[src/rtl/ddr_wb_pkg.sv]
// Shared types and constants for the Wishbone-to-MIG line bridge.
// Holds the FSM state encodings, the MIG command codes and an elaboration-time log2 helper.
package ddr_wb_pkg;

  typedef enum logic [2:0] {
    ST_IDLE = 3'd0,
    ST_WR   = 3'd1,
    ST_RD   = 3'd2,
    ST_ACK  = 3'd3
  } state_e;

  localparam logic [2:0] MIG_CMD_WRITE = 3'b000;
  localparam logic [2:0] MIG_CMD_READ  = 3'b001;

  // Ceiling log2 for elaboration-time width calculations; clog2(1) == 0.
  function automatic int unsigned clog2(input int unsigned v);
    int unsigned r;
    r = 0;
    while ((64'd1 << r) < 64'(v)) r = r + 1;
    return r;
  endfunction

endpackage

[src/rtl/ddr_wb_line_bridge_beat_counter.sv]
// Saturating beat counter: counts from 0 up to BEATS, then holds.
// A clear takes priority over an increment.
module beat_counter
  import ddr_wb_pkg::*;
#(
  parameter int unsigned BEATS = 2,
  parameter int unsigned CNT_W = clog2(BEATS + 1)
) (
  input  logic             clk,
  input  logic             rst,
  input  logic             clr,
  input  logic             inc,
  output logic [CNT_W-1:0] cnt,
  output logic             done
);

  logic [CNT_W-1:0] cnt_q;
  logic [CNT_W-1:0] cnt_d;

  always_comb begin
    cnt_d = cnt_q;
    if (clr) begin
      cnt_d = '0;
    end else if (inc && (cnt_q != CNT_W'(BEATS))) begin
      cnt_d = cnt_q + CNT_W'(1);
    end
  end

  always_ff @(posedge clk) begin
    if (rst) begin
      cnt_q <= '0;
    end else begin
      cnt_q <= cnt_d;
    end
  end

  assign cnt  = cnt_q;
  assign done = (cnt_q == CNT_W'(BEATS));

endmodule

[src/rtl/ddr_wb_line_bridge.sv]
// Wishbone line slave to MIG user interface: one cache line per transaction, split into
// BEATS application beats, with command and write-data issue running independently.
module ddr_wb_line_bridge
  import ddr_wb_pkg::*;
#(
  parameter int unsigned LINE_BITS      = 512,
  parameter int unsigned APP_DATA_BITS  = 256,
  parameter int unsigned APP_ADDR_BITS  = 28,
  parameter int unsigned BEAT_ADDR_STEP = 8,
  parameter int unsigned MEM_BYTES_LOG2 = 29
) (
  input  logic                       clk,
  input  logic                       rst,
  input  logic [31:0]                ws_addr,
  input  logic [LINE_BITS-1:0]       ws_din,
  input  logic [LINE_BITS/8-1:0]     ws_dm,
  input  logic                       ws_cyc,
  input  logic                       ws_stb,
  input  logic                       ws_we,
  output logic                       ws_ack,
  output logic                       ws_err,
  output logic [LINE_BITS-1:0]       ws_dout,
  input  logic                       calib_done,
  output logic [APP_ADDR_BITS-1:0]   app_addr,
  output logic [2:0]                 app_cmd,
  output logic                       app_en,
  input  logic                       app_rdy,
  output logic [APP_DATA_BITS-1:0]   app_wdf_data,
  output logic [APP_DATA_BITS/8-1:0] app_wdf_mask,
  output logic                       app_wdf_wren,
  output logic                       app_wdf_end,
  input  logic                       app_wdf_rdy,
  input  logic [APP_DATA_BITS-1:0]   app_rd_data,
  input  logic                       app_rd_data_valid,
  output logic [2:0]                 dbg_state
);

  localparam int unsigned BEATS           = LINE_BITS / APP_DATA_BITS;
  localparam int unsigned BEATS_LOG2      = clog2(BEATS);
  localparam int unsigned CNT_W           = clog2(BEATS + 1);
  localparam int unsigned LINE_BYTES_LOG2 = clog2(LINE_BITS / 8);
  localparam int unsigned LINE_W          = MEM_BYTES_LOG2 - LINE_BYTES_LOG2;
  localparam int unsigned STEP_LOG2       = clog2(BEAT_ADDR_STEP);
  localparam int unsigned CALC_W          = LINE_W + BEATS_LOG2 + STEP_LOG2 + 1;
  localparam int unsigned DM_W            = LINE_BITS / 8;
  localparam int unsigned MASK_W          = APP_DATA_BITS / 8;

  if (((LINE_BITS % APP_DATA_BITS) != 0) || (BEATS == 0) || ((BEATS & (BEATS - 1)) != 0) ||
      (MEM_BYTES_LOG2 > 32) || (MEM_BYTES_LOG2 <= LINE_BYTES_LOG2)) begin : g_param_check
    $error("ddr_wb_line_bridge: illegal LINE_BITS/APP_DATA_BITS/MEM_BYTES_LOG2 combination");
  end

  state_e               state_q, state_d;
  logic                 ack_q, ack_d;
  logic                 err_q, err_d;
  logic [LINE_W-1:0]    line_q, line_d;
  logic [LINE_BITS-1:0] wr_line_q, wr_line_d;
  logic [DM_W-1:0]      wr_dm_q, wr_dm_d;
  logic [LINE_BITS-1:0] rd_buf_q, rd_buf_d;
  logic [LINE_BITS-1:0] dout_q, dout_d;

  logic             cnt_clr;
  logic             cmd_inc, dat_inc, rd_inc;
  logic [CNT_W-1:0] cmd_cnt, dat_cnt, rd_cnt;
  logic             cmd_done, dat_done;
  logic             rd_done_unused;
  logic             cmd_last, dat_last;
  logic             addr_err;
  logic [CALC_W-1:0] beat_idx;
  logic             unused_addr_lo;

  assign unused_addr_lo = ^ws_addr[LINE_BYTES_LOG2-1:0];
  assign addr_err       = ((ws_addr >> MEM_BYTES_LOG2) != 32'd0);

  beat_counter #(.BEATS(BEATS), .CNT_W(CNT_W)) u_cmd_cnt (
    .clk(clk), .rst(rst), .clr(cnt_clr), .inc(cmd_inc), .cnt(cmd_cnt), .done(cmd_done)
  );
  beat_counter #(.BEATS(BEATS), .CNT_W(CNT_W)) u_dat_cnt (
    .clk(clk), .rst(rst), .clr(cnt_clr), .inc(dat_inc), .cnt(dat_cnt), .done(dat_done)
  );
  beat_counter #(.BEATS(BEATS), .CNT_W(CNT_W)) u_rd_cnt (
    .clk(clk), .rst(rst), .clr(cnt_clr), .inc(rd_inc), .cnt(rd_cnt), .done(rd_done_unused)
  );

  // MIG-facing strobes, address and write slices decoded from state and beat counters.
  always_comb begin
    app_en       = 1'b0;
    app_cmd      = MIG_CMD_WRITE;
    app_wdf_wren = 1'b0;
    app_wdf_data = '0;
    app_wdf_mask = '1;
    unique case (state_q)
      ST_WR: begin
        app_en       = !cmd_done;
        app_wdf_wren = !dat_done;
      end
      ST_RD: begin
        app_en  = !cmd_done;
        app_cmd = MIG_CMD_READ;
      end
      default: ;
    endcase
    for (int unsigned b = 0; b < BEATS; b++) begin
      if (dat_cnt == CNT_W'(b)) begin
        app_wdf_data = wr_line_q[b*APP_DATA_BITS +: APP_DATA_BITS];
        app_wdf_mask = ~wr_dm_q[b*MASK_W +: MASK_W];
      end
    end
    beat_idx = (CALC_W'(line_q) << BEATS_LOG2) + CALC_W'(cmd_cnt);
    app_addr = APP_ADDR_BITS'(beat_idx << STEP_LOG2);
  end

  assign app_wdf_end = app_wdf_wren;
  assign cmd_inc     = app_en & app_rdy;
  assign dat_inc     = app_wdf_wren & app_wdf_rdy;
  assign rd_inc      = (state_q == ST_RD) & app_rd_data_valid;

  // A counter is finished if it already sits at BEATS or reaches it this cycle.
  assign cmd_last = cmd_done | (cmd_inc & (cmd_cnt == CNT_W'(BEATS - 1)));
  assign dat_last = dat_done | (dat_inc & (dat_cnt == CNT_W'(BEATS - 1)));

  always_comb begin
    state_d   = state_q;
    ack_d     = 1'b0;
    err_d     = 1'b0;
    line_d    = line_q;
    wr_line_d = wr_line_q;
    wr_dm_d   = wr_dm_q;
    rd_buf_d  = rd_buf_q;
    dout_d    = dout_q;
    cnt_clr   = 1'b0;
    unique case (state_q)
      ST_IDLE: begin
        if (ws_cyc && ws_stb && calib_done) begin
          cnt_clr = 1'b1;
          line_d  = ws_addr[MEM_BYTES_LOG2-1:LINE_BYTES_LOG2];
          if (addr_err) begin
            ack_d   = 1'b1;
            err_d   = 1'b1;
            state_d = ST_ACK;
          end else if (ws_we) begin
            wr_line_d = ws_din;
            wr_dm_d   = ws_dm;
            ack_d     = 1'b1;
            state_d   = ST_WR;
          end else begin
            state_d = ST_RD;
          end
        end
      end
      ST_WR: begin
        if (cmd_last && dat_last) state_d = ST_IDLE;
      end
      ST_RD: begin
        if (app_rd_data_valid) begin
          for (int unsigned b = 0; b < BEATS; b++) begin
            if (rd_cnt == CNT_W'(b)) rd_buf_d[b*APP_DATA_BITS +: APP_DATA_BITS] = app_rd_data;
          end
          if (rd_cnt == CNT_W'(BEATS - 1)) begin
            dout_d  = rd_buf_d;
            ack_d   = 1'b1;
            state_d = ST_ACK;
          end
        end
      end
      default: state_d = ST_IDLE;
    endcase
  end

  always_ff @(posedge clk) begin
    if (rst) begin
      state_q   <= ST_IDLE;
      ack_q     <= 1'b0;
      err_q     <= 1'b0;
      line_q    <= '0;
      wr_line_q <= '0;
      wr_dm_q   <= '0;
      rd_buf_q  <= '0;
      dout_q    <= '0;
    end else begin
      state_q   <= state_d;
      ack_q     <= ack_d;
      err_q     <= err_d;
      line_q    <= line_d;
      wr_line_q <= wr_line_d;
      wr_dm_q   <= wr_dm_d;
      rd_buf_q  <= rd_buf_d;
      dout_q    <= dout_d;
    end
  end

  assign ws_ack    = ack_q;
  assign ws_err    = err_q;
  assign ws_dout   = dout_q;
  assign dbg_state = state_q;

endmodule

[config.mk]
export PLATFORM = sky130hd
export DESIGN_NAME = ddr_wb_line_bridge
export DESIGN_NICKNAME = d
export VERILOG_FILES = /design/src/rtl/ddr_wb_pkg.sv /design/src/rtl/ddr_wb_line_bridge_beat_counter.sv /design/src/rtl/ddr_wb_line_bridge.sv
export SDC_FILE = /design/constraint.sdc
export NUM_CORES = 2
export LEC_CHECK = 0
export ABC_AREA = 1
export CORE_AREA = 2 2 666 668
export CTS_BUF_LIST = sky130_fd_sc_hd__clkbuf_4 sky130_fd_sc_hd__clkbuf_8 sky130_fd_sc_hd__clkbuf_16
export DETAILED_ROUTE_END_ITERATION = 12
export DIE_AREA = 0 0 668 670
export DONT_BUFFER_PORTS = 1
export SYNTH_ARGS = -nofsm -noshare
export SYNTH_HDL_FRONTEND = slang
export SYNTH_HIERARCHICAL = 1
export SYNTH_SLANG_ARGS = --single-unit
[constraint.sdc]
create_clock -name clk -period 4.57 [get_ports clk]
set_input_delay 0.914 -clock clk [delete_from_list [all_inputs] [get_ports clk]]
set_output_delay 0.914 -clock clk [all_outputs]
set_load 0.02 [all_outputs]
# Yosys cells after proc, flatten, opt, wreduce, memory -nomap -nowiden
# Cells that the tools add are included.
[word_totals]
out_inout_bits = 839
reg_bits = 1634
inputBits = 873
[op_classes]
n_eq_ne = 14
muxes = 25
n_addsub = 4
bitwise_logic = 12
reduce_logical = 20
[op_table]
columns = ["cell", "n"]
rows = [
  ["256-bit two-way mux", 4],
  ["32-bit two-way mux", 2],
  ["32-bit NOT", 2],
  ["32-bit nonzero test", 1],
  ["24-bit by 2-bit adder with 25-bit output", 1],
  ["3-bit two-way mux", 4],
  ["2-bit inequality test, second input constant", 6],
  ["1-bit two-way mux", 11],
  ["3-bit one-hot mux with 3 select lines", 1],
  ["4-bit AND reduction", 2],
  ["2-bit by 1-bit adder with 2-bit output, second input constant", 3],
  ["2-bit by 1-bit equality test with 1-bit output, second input constant", 3],
  ["1-bit logical AND", 6],
  ["1-bit AND", 5],
  ["2-bit equality test, second input constant", 2],
  ["2-bit zero test", 2],
  ["2-bit two-way mux", 2],
  ["2-bit AND reduction", 2],
  ["2-bit OR reduction", 2],
  ["3-bit by 1-bit equality test with 1-bit output, second input constant", 1],
  ["3-bit by 2-bit equality test with 1-bit output, second input constant", 1],
  ["3-bit zero test", 1],
  ["1-bit NOT", 3],
  ["3-bit AND reduction", 1],
  ["5 further kinds", 7],
]

# Logic depth before layout (Yosys ltp)
[logic_depth]
ltp_word = 9
ltp_mapped = 11
ltp_nobuf = 10

# Hierarchy
# The synthesis kept the hierarchy.
[modules_own_cells]
columns = ["mod", "area_per_inst_um2", "cells_each", "instances"]
rows = [
  ["ddr_wb_line_bridge", 53966.8, 7308, 1],
  ["beat_counter", 101.3, 14, 3],
]

# Least setup slack after synthesis
# No wires, ideal clock.
[synth_path]
path_kind = "register to output"
start = "register u_cmd_cnt.cnt_q[1], in the netlist u_cmd_cnt/cnt[1]"
end = "output port app_addr[14]"
arrival_ns = 1.717
setup_slack_ns = 1.939
n_path_buf = 0
stages_incl_launch_ff = 8
required_time_ns = 3.656
cell_sequence = "dfxtp_1 -> ha_1 -> ha_1 -> nand2_1 -> nor2_1 -> nand2_1 -> nor2_1 -> xor2_1"
[synth_between]
elab_chain_len = 1
[synth_rtl]
columns = ["element", "line", "text"]
rows = [
  ["from (decl)", "ddr_wb_line_bridge_beat_counter.sv:17", "logic [CNT_W-1:0] cnt_q;"],
  ["from (signal assigned)", "ddr_wb_line_bridge_beat_counter.sv:33", "cnt_q <= cnt_d;"],
  ["24-bit by 2-bit adder with 25-bit output", "ddr_wb_line_bridge.sv:109", "beat_idx = (CALC_W'(line_q) << BEATS_LOG2) + CALC_W'(cmd_cnt);"],
  ["to (decl)", "ddr_wb_line_bridge.sv:24", "output logic [APP_ADDR_BITS-1:0] app_addr,"],
]
# No other way between the ends.

# Final worst setup path
[layout_path]
start = "register u_dat_cnt.cnt_q[0], in the netlist u_dat_cnt/cnt[0]"
end = "output port app_wdf_data[200]"
[layout_between]
elab_chain_len = 3
word_cells_on_any_way = 4
classes_between = "1 x eq/ne; 2 x mux; 1 x reduce/logical"
[layout_rtl]
columns = ["element", "line", "text"]
rows = [
  ["from (decl)", "ddr_wb_line_bridge_beat_counter.sv:17", ""],
  ["from (signal assigned)", "ddr_wb_line_bridge_beat_counter.sv:33", ""],
  ["2-bit zero test", "ddr_wb_line_bridge.sv:104", "if (dat_cnt == CNT_W'(b)) begin"],
  ["256-bit two-way mux", "ddr_wb_line_bridge.sv:104", ""],
  ["256-bit two-way mux *", "ddr_wb_line_bridge.sv:104", ""],
  ["to (decl)", "ddr_wb_line_bridge.sv:28", "output logic [APP_DATA_BITS-1:0] app_wdf_data,"],
]
# Mark *: on every way between the ends. The rest lies on a longest branch, timed or not.

==> out/qor.yml <==
number_of_antenna_violations_at_the_first_check_in_global_routing: 292
hpwlAfterDp_um: 330000
cp-start-kind: "flip-flop"
worst_skew_pair.late_latency_ps: 890
fin_cells: 13400
synth.cell_area_mm2: 0.0543
setup-tns-final_ps: 0
crit_type: "reg2out"
ant_nets: 0
slew_headroom_pct: 5.82
cts-hold-fix-buffers: 0
synth.lib_cells_used.distinct: 28
drt_first_iter_violations: 4398
switching_share_pct: 30.0
synth-seq-area-share_pct: 50.8
routed_wl_um: 396000
core_area_mm2: 0.440
maxSlewViolCount: 0
ioPinCount: 1712
synth_seq_cells: 1377
drtPass1Iterations: 7
final_design_utilization_pct: 15.4
p_int_uw: 22100
placementRows: 244
ys_top_cells_by_area: "sky130_fd_sc_hd__dfxtp_1, sky130_fd_sc_hd__o21ai_0, sky130_fd_sc_hd__a21oi_1, sky130_fd_sc_hd__inv_1, sky130_fd_sc_hd__nand2_1"
path_clk_slew_ps: 60
max_freq_mhz: 231
port_buffers: 0
worst_hold_path.num_cells: 2
clock_skew_ps: 57.3
grt_max_degree: 520
cts_resized: 0
numClockSinks: 1377
grt_first_pass_wirelength_um: 494000
first_global_vias: 45700
cts-buffers-inserted: 174
adder_and_majority_cell_fraction_of_the_synthesized_area_pct: 0.184
portion_of_netlist_area_occupied_by_mux_cells_pct: 0
floorplan.initialDensity_pct: 12.3
drt-wirelength-per-cell_um: 29.7
via_total_after_detailed_routing: 51200
setup_viol: 0
yosys.area_share.xor_xnor_pct: 0.226
design_area_mm2: 0.0678
die_h_um: 670
timing.max_cap.violations: 0
seqPwrFrac_pct: 41.2
remaining_drcs: 0
synth.avg_cell_area_um2: 7.38
post-cts-setup-buffer-count: 0
drive_gt1_share_pct: 7.37
grt_usage_pct: 16.9
grt_overflow: 0
worst_supply_voltage_drop_on_vdd_mv: 0.297
gp_routability_congestion: 1.03
maximum_buffer_depth_of_the_clock_tree: 4
root_buffer_cell: "sky130_fd_sc_hd__clkbuf_16"
die_area_mm2: 0.448
reg2reg_depth: 8
post_route_fraction_of_the_period_consumed_by_the_critical_path_pct: 94.9
required_ps: 3660
net-switching-power_uw: 9490
total_leakage_power_uw: 0.0237
synth_compound_gate_area_share_pct: 26.2
clock_tree.htree_level_count: 4
fp.dieW_um: 668
vias_per_std_cell: 3.83
num-nets-final: 8007
placed_cells_incl_taps: 12900
clock_power_share_pct: 46.3
filler_cell_count: 50500
path_class_of_the_lowest_slack_min_delay_path: "in2reg"
critical_path.max_fanout: 50
p_comb_share_pct: 12.6
endpoints_failing_hold: 0
rsz0062_at_grt: "no"
area_delta_synth_final_pct: 24.9
placed_area_mm2: 0.0613
outcome: "completed"
yosys.area.top_type: "sky130_fd_sc_hd__dfxtp_1"
synth_simple_gate_area_share_pct: 10.2
main_combinational_cell_family_by_area_after_synthesis: "compound AO/OA/AOI/OAI gates"
critPathCaptureType: "output port"
pwr_density_cell_mw_per_mm2: 467
worstPathArrival_ps: 3420
tritoncts: "done"
worst_margin_slew_ps: 1430
finalCriticalPeriod_ps: 4340
ys_warns: 6
syn-instance-count: 7350
yosysTopAreaCellShare_pct: 50.8
-- flip-flops by register name, summed over array words and instances (netlist names) --
| register | count |
|---|---|
| u_cmd_cnt/cnt | 2 |
| line_q | 23 |
| dbg_state | 2 |
| ws_err | 1 |
| wr_dm_q | 64 |
| u_dat_cnt/cnt | 2 |
| ws_dout | 512 |
| ws_ack | 1 |
| u_rd_cnt/cnt | 2 |
| rd_buf_q | 256 |
| wr_line_q | 512 |
-- logic make-up after synthesis --
family                     after synthesis
AOI/OAI and AO/OA                     2765
buffers and inverters                 1741
and+or+nand+nor                       1444
DFF                                   1377
xor gates and xnor gates                14
adders and majority gates                8
other                                    1
-- layer usage --
layer | up-vias | track usage, % | share of wire (%)
li1 | 23500 | - | -
met4 | 92 | 8.20 | 4.8
met5 | - | 0 | 0.15
met2 | 2432 | 27.7 | 47
met1 | 24300 | 18.1 | 36
met3 | 810 | 8.00 | 12
-- stage by stage --
step | total power, uW | worst slack [ps] | hold WS (ps)
final | 31600 | 234 | 150
after global routing | 33000 | 26.0 | 92.1
after CTS | 32100 | 11.6 | 36.2
after detailed placement | 17300 | 821 | 443
after global placement | 17200 | 874 | 437
after floorplan | 15900 | 1940 | 430
-- cells in the mapped netlist --
library cell and instances:
sky130_fd_sc_hd__or2_2 1, sky130_fd_sc_hd__nand2_2 1, sky130_fd_sc_hd__nor3_1 8, sky130_fd_sc_hd__dfxtp_1 1377, sky130_fd_sc_hd__nor2_2 4, sky130_fd_sc_hd__clkbuf_1 395, sky130_fd_sc_hd__nand3b_1 2, sky130_fd_sc_hd__nor2_4 1
sky130_fd_sc_hd__o22ai_1 288, sky130_fd_sc_hd__nand3_1 22, sky130_fd_sc_hd__buf_2 144, sky130_fd_sc_hd__nand3_2 1, sky130_fd_sc_hd__a21oi_1 1110, sky130_fd_sc_hd__o21ai_0 1367, sky130_fd_sc_hd__conb_1 1, sky130_fd_sc_hd__clkinv_1 1
sky130_fd_sc_hd__inv_1 1155, sky130_fd_sc_hd__nand2_1 827, sky130_fd_sc_hd__nor3b_1 1, sky130_fd_sc_hd__nand4_1 6, sky130_fd_sc_hd__xor2_1 11, sky130_fd_sc_hd__buf_4 10, sky130_fd_sc_hd__buf_1 30, sky130_fd_sc_hd__xnor2_1 3
sky130_fd_sc_hd__inv_2 6, sky130_fd_sc_hd__ha_1 8, sky130_fd_sc_hd__nor2_1 569, sky130_fd_sc_hd__nand3_4 1
-- worst max-delay path, cell delays in order (launching register included) --
cell                      delay, ps
sky130_fd_sc_hd__dfxtp_1        370
sky130_fd_sc_hd__or2_4          490
sky130_fd_sc_hd__buf_4          410
sky130_fd_sc_hd__o22ai_1       1150
-- final timing paths --
| kind | from | to | slack (ps) |
|---|---|---|---|
| min reg2reg | wr_line_q[0]$_SDFFE_PP0P_ | wr_line_q[0]$_SDFFE_PP0P_ | 450 |
| min | ws_addr[16] | line_q[10]$_SDFFE_PP0P_ | 150 |
| max reg2reg | dbg_state[1]$_SDFFE_PP0P_ | ws_dout[221]$_SDFFE_PP0P_ | 810 |
| max | u_dat_cnt/cnt[0]$_SDFFE_PP0P_ | app_wdf_data[200] | 230 |
-- placed cells by master, fill, tap and decap left out, types with 2 or more instances in the layout --
cell | Yosys | routed
sky130_fd_sc_hd__diode_2 | 0 | 188
sky130_fd_sc_hd__a21oi_1 | 1110 | 1110
sky130_fd_sc_hd__nor2_2 | 4 | 4
sky130_fd_sc_hd__nand2_1 | 827 | 826
sky130_fd_sc_hd__clkbuf_8 | 0 | 38
sky130_fd_sc_hd__buf_6 | 0 | 6
sky130_fd_sc_hd__o22ai_1 | 288 | 266
sky130_fd_sc_hd__clkbuf_4 | 0 | 34
sky130_fd_sc_hd__o21ai_0 | 1367 | 1367
sky130_fd_sc_hd__clkbuf_16 | 0 | 174
sky130_fd_sc_hd__nand4_1 | 6 | 6
sky130_fd_sc_hd__clkinv_8 | 0 | 3
sky130_fd_sc_hd__nor2_1 | 569 | 568
sky130_fd_sc_hd__buf_12 | 0 | 34
sky130_fd_sc_hd__dfxtp_1 | 1377 | 1377
sky130_fd_sc_hd__inv_16 | 0 | 5
sky130_fd_sc_hd__inv_8 | 0 | 3
sky130_fd_sc_hd__nand3_4 | 1 | 2
sky130_fd_sc_hd__inv_1 | 1155 | 1154
sky130_fd_sc_hd__xor2_1 | 11 | 6
sky130_fd_sc_hd__buf_4 | 10 | 134
sky130_fd_sc_hd__conb_1 | 1 | 6
sky130_fd_sc_hd__clkinv_16 | 0 | 3
sky130_fd_sc_hd__bufinv_16 | 0 | 11
sky130_fd_sc_hd__o22ai_2 | 0 | 20
sky130_fd_sc_hd__nor3_1 | 8 | 8
sky130_fd_sc_hd__nand3_1 | 22 | 22
sky130_fd_sc_hd__nand3b_1 | 2 | 2
sky130_fd_sc_hd__xnor2_2 | 0 | 3
sky130_fd_sc_hd__nor2_4 | 1 | 2
sky130_fd_sc_hd__inv_2 | 6 | 5
sky130_fd_sc_hd__clkinv_2 | 0 | 27
sky130_fd_sc_hd__ha_1 | 8 | 8
sky130_fd_sc_hd__xor2_2 | 0 | 5
sky130_fd_sc_hd__inv_6 | 0 | 8
sky130_fd_sc_hd__clkinvlp_4 | 0 | 5
sky130_fd_sc_hd__o22ai_4 | 0 | 2
sky130_fd_sc_hd__clkinv_4 | 0 | 4
-- power groups by stage --
| stage | combinational, uW | clock, uW | sequential (uW) |
|---|---|---|---|
| floorplan | 2780 | 0 | 13100 |
| global placement | 3920 | 0 | 13300 |
| detailed placement | 3980 | 0 | 13300 |
| CTS | 4000 | 15100 | 13000 |
| global route | 4470 | 15500 | 13100 |
| finish | 3970 | 14600 | 13000 |
-- cell type report --
class                      count  area (um^2)  share of cell area, %
sequential                  1377        27600                   40.7
clock inverter                67          858                   1.27
tap                         5904         7390                   10.9
multi-input combinational   4237        20200                   29.8
inverter                    1162         4380                   6.46
clock buffer                 246         5130                   7.57
antenna                      188          470                  0.694
timing repair buffer         174         1750                   2.59
Note: power is estimated with default switching activity, not from simulation.
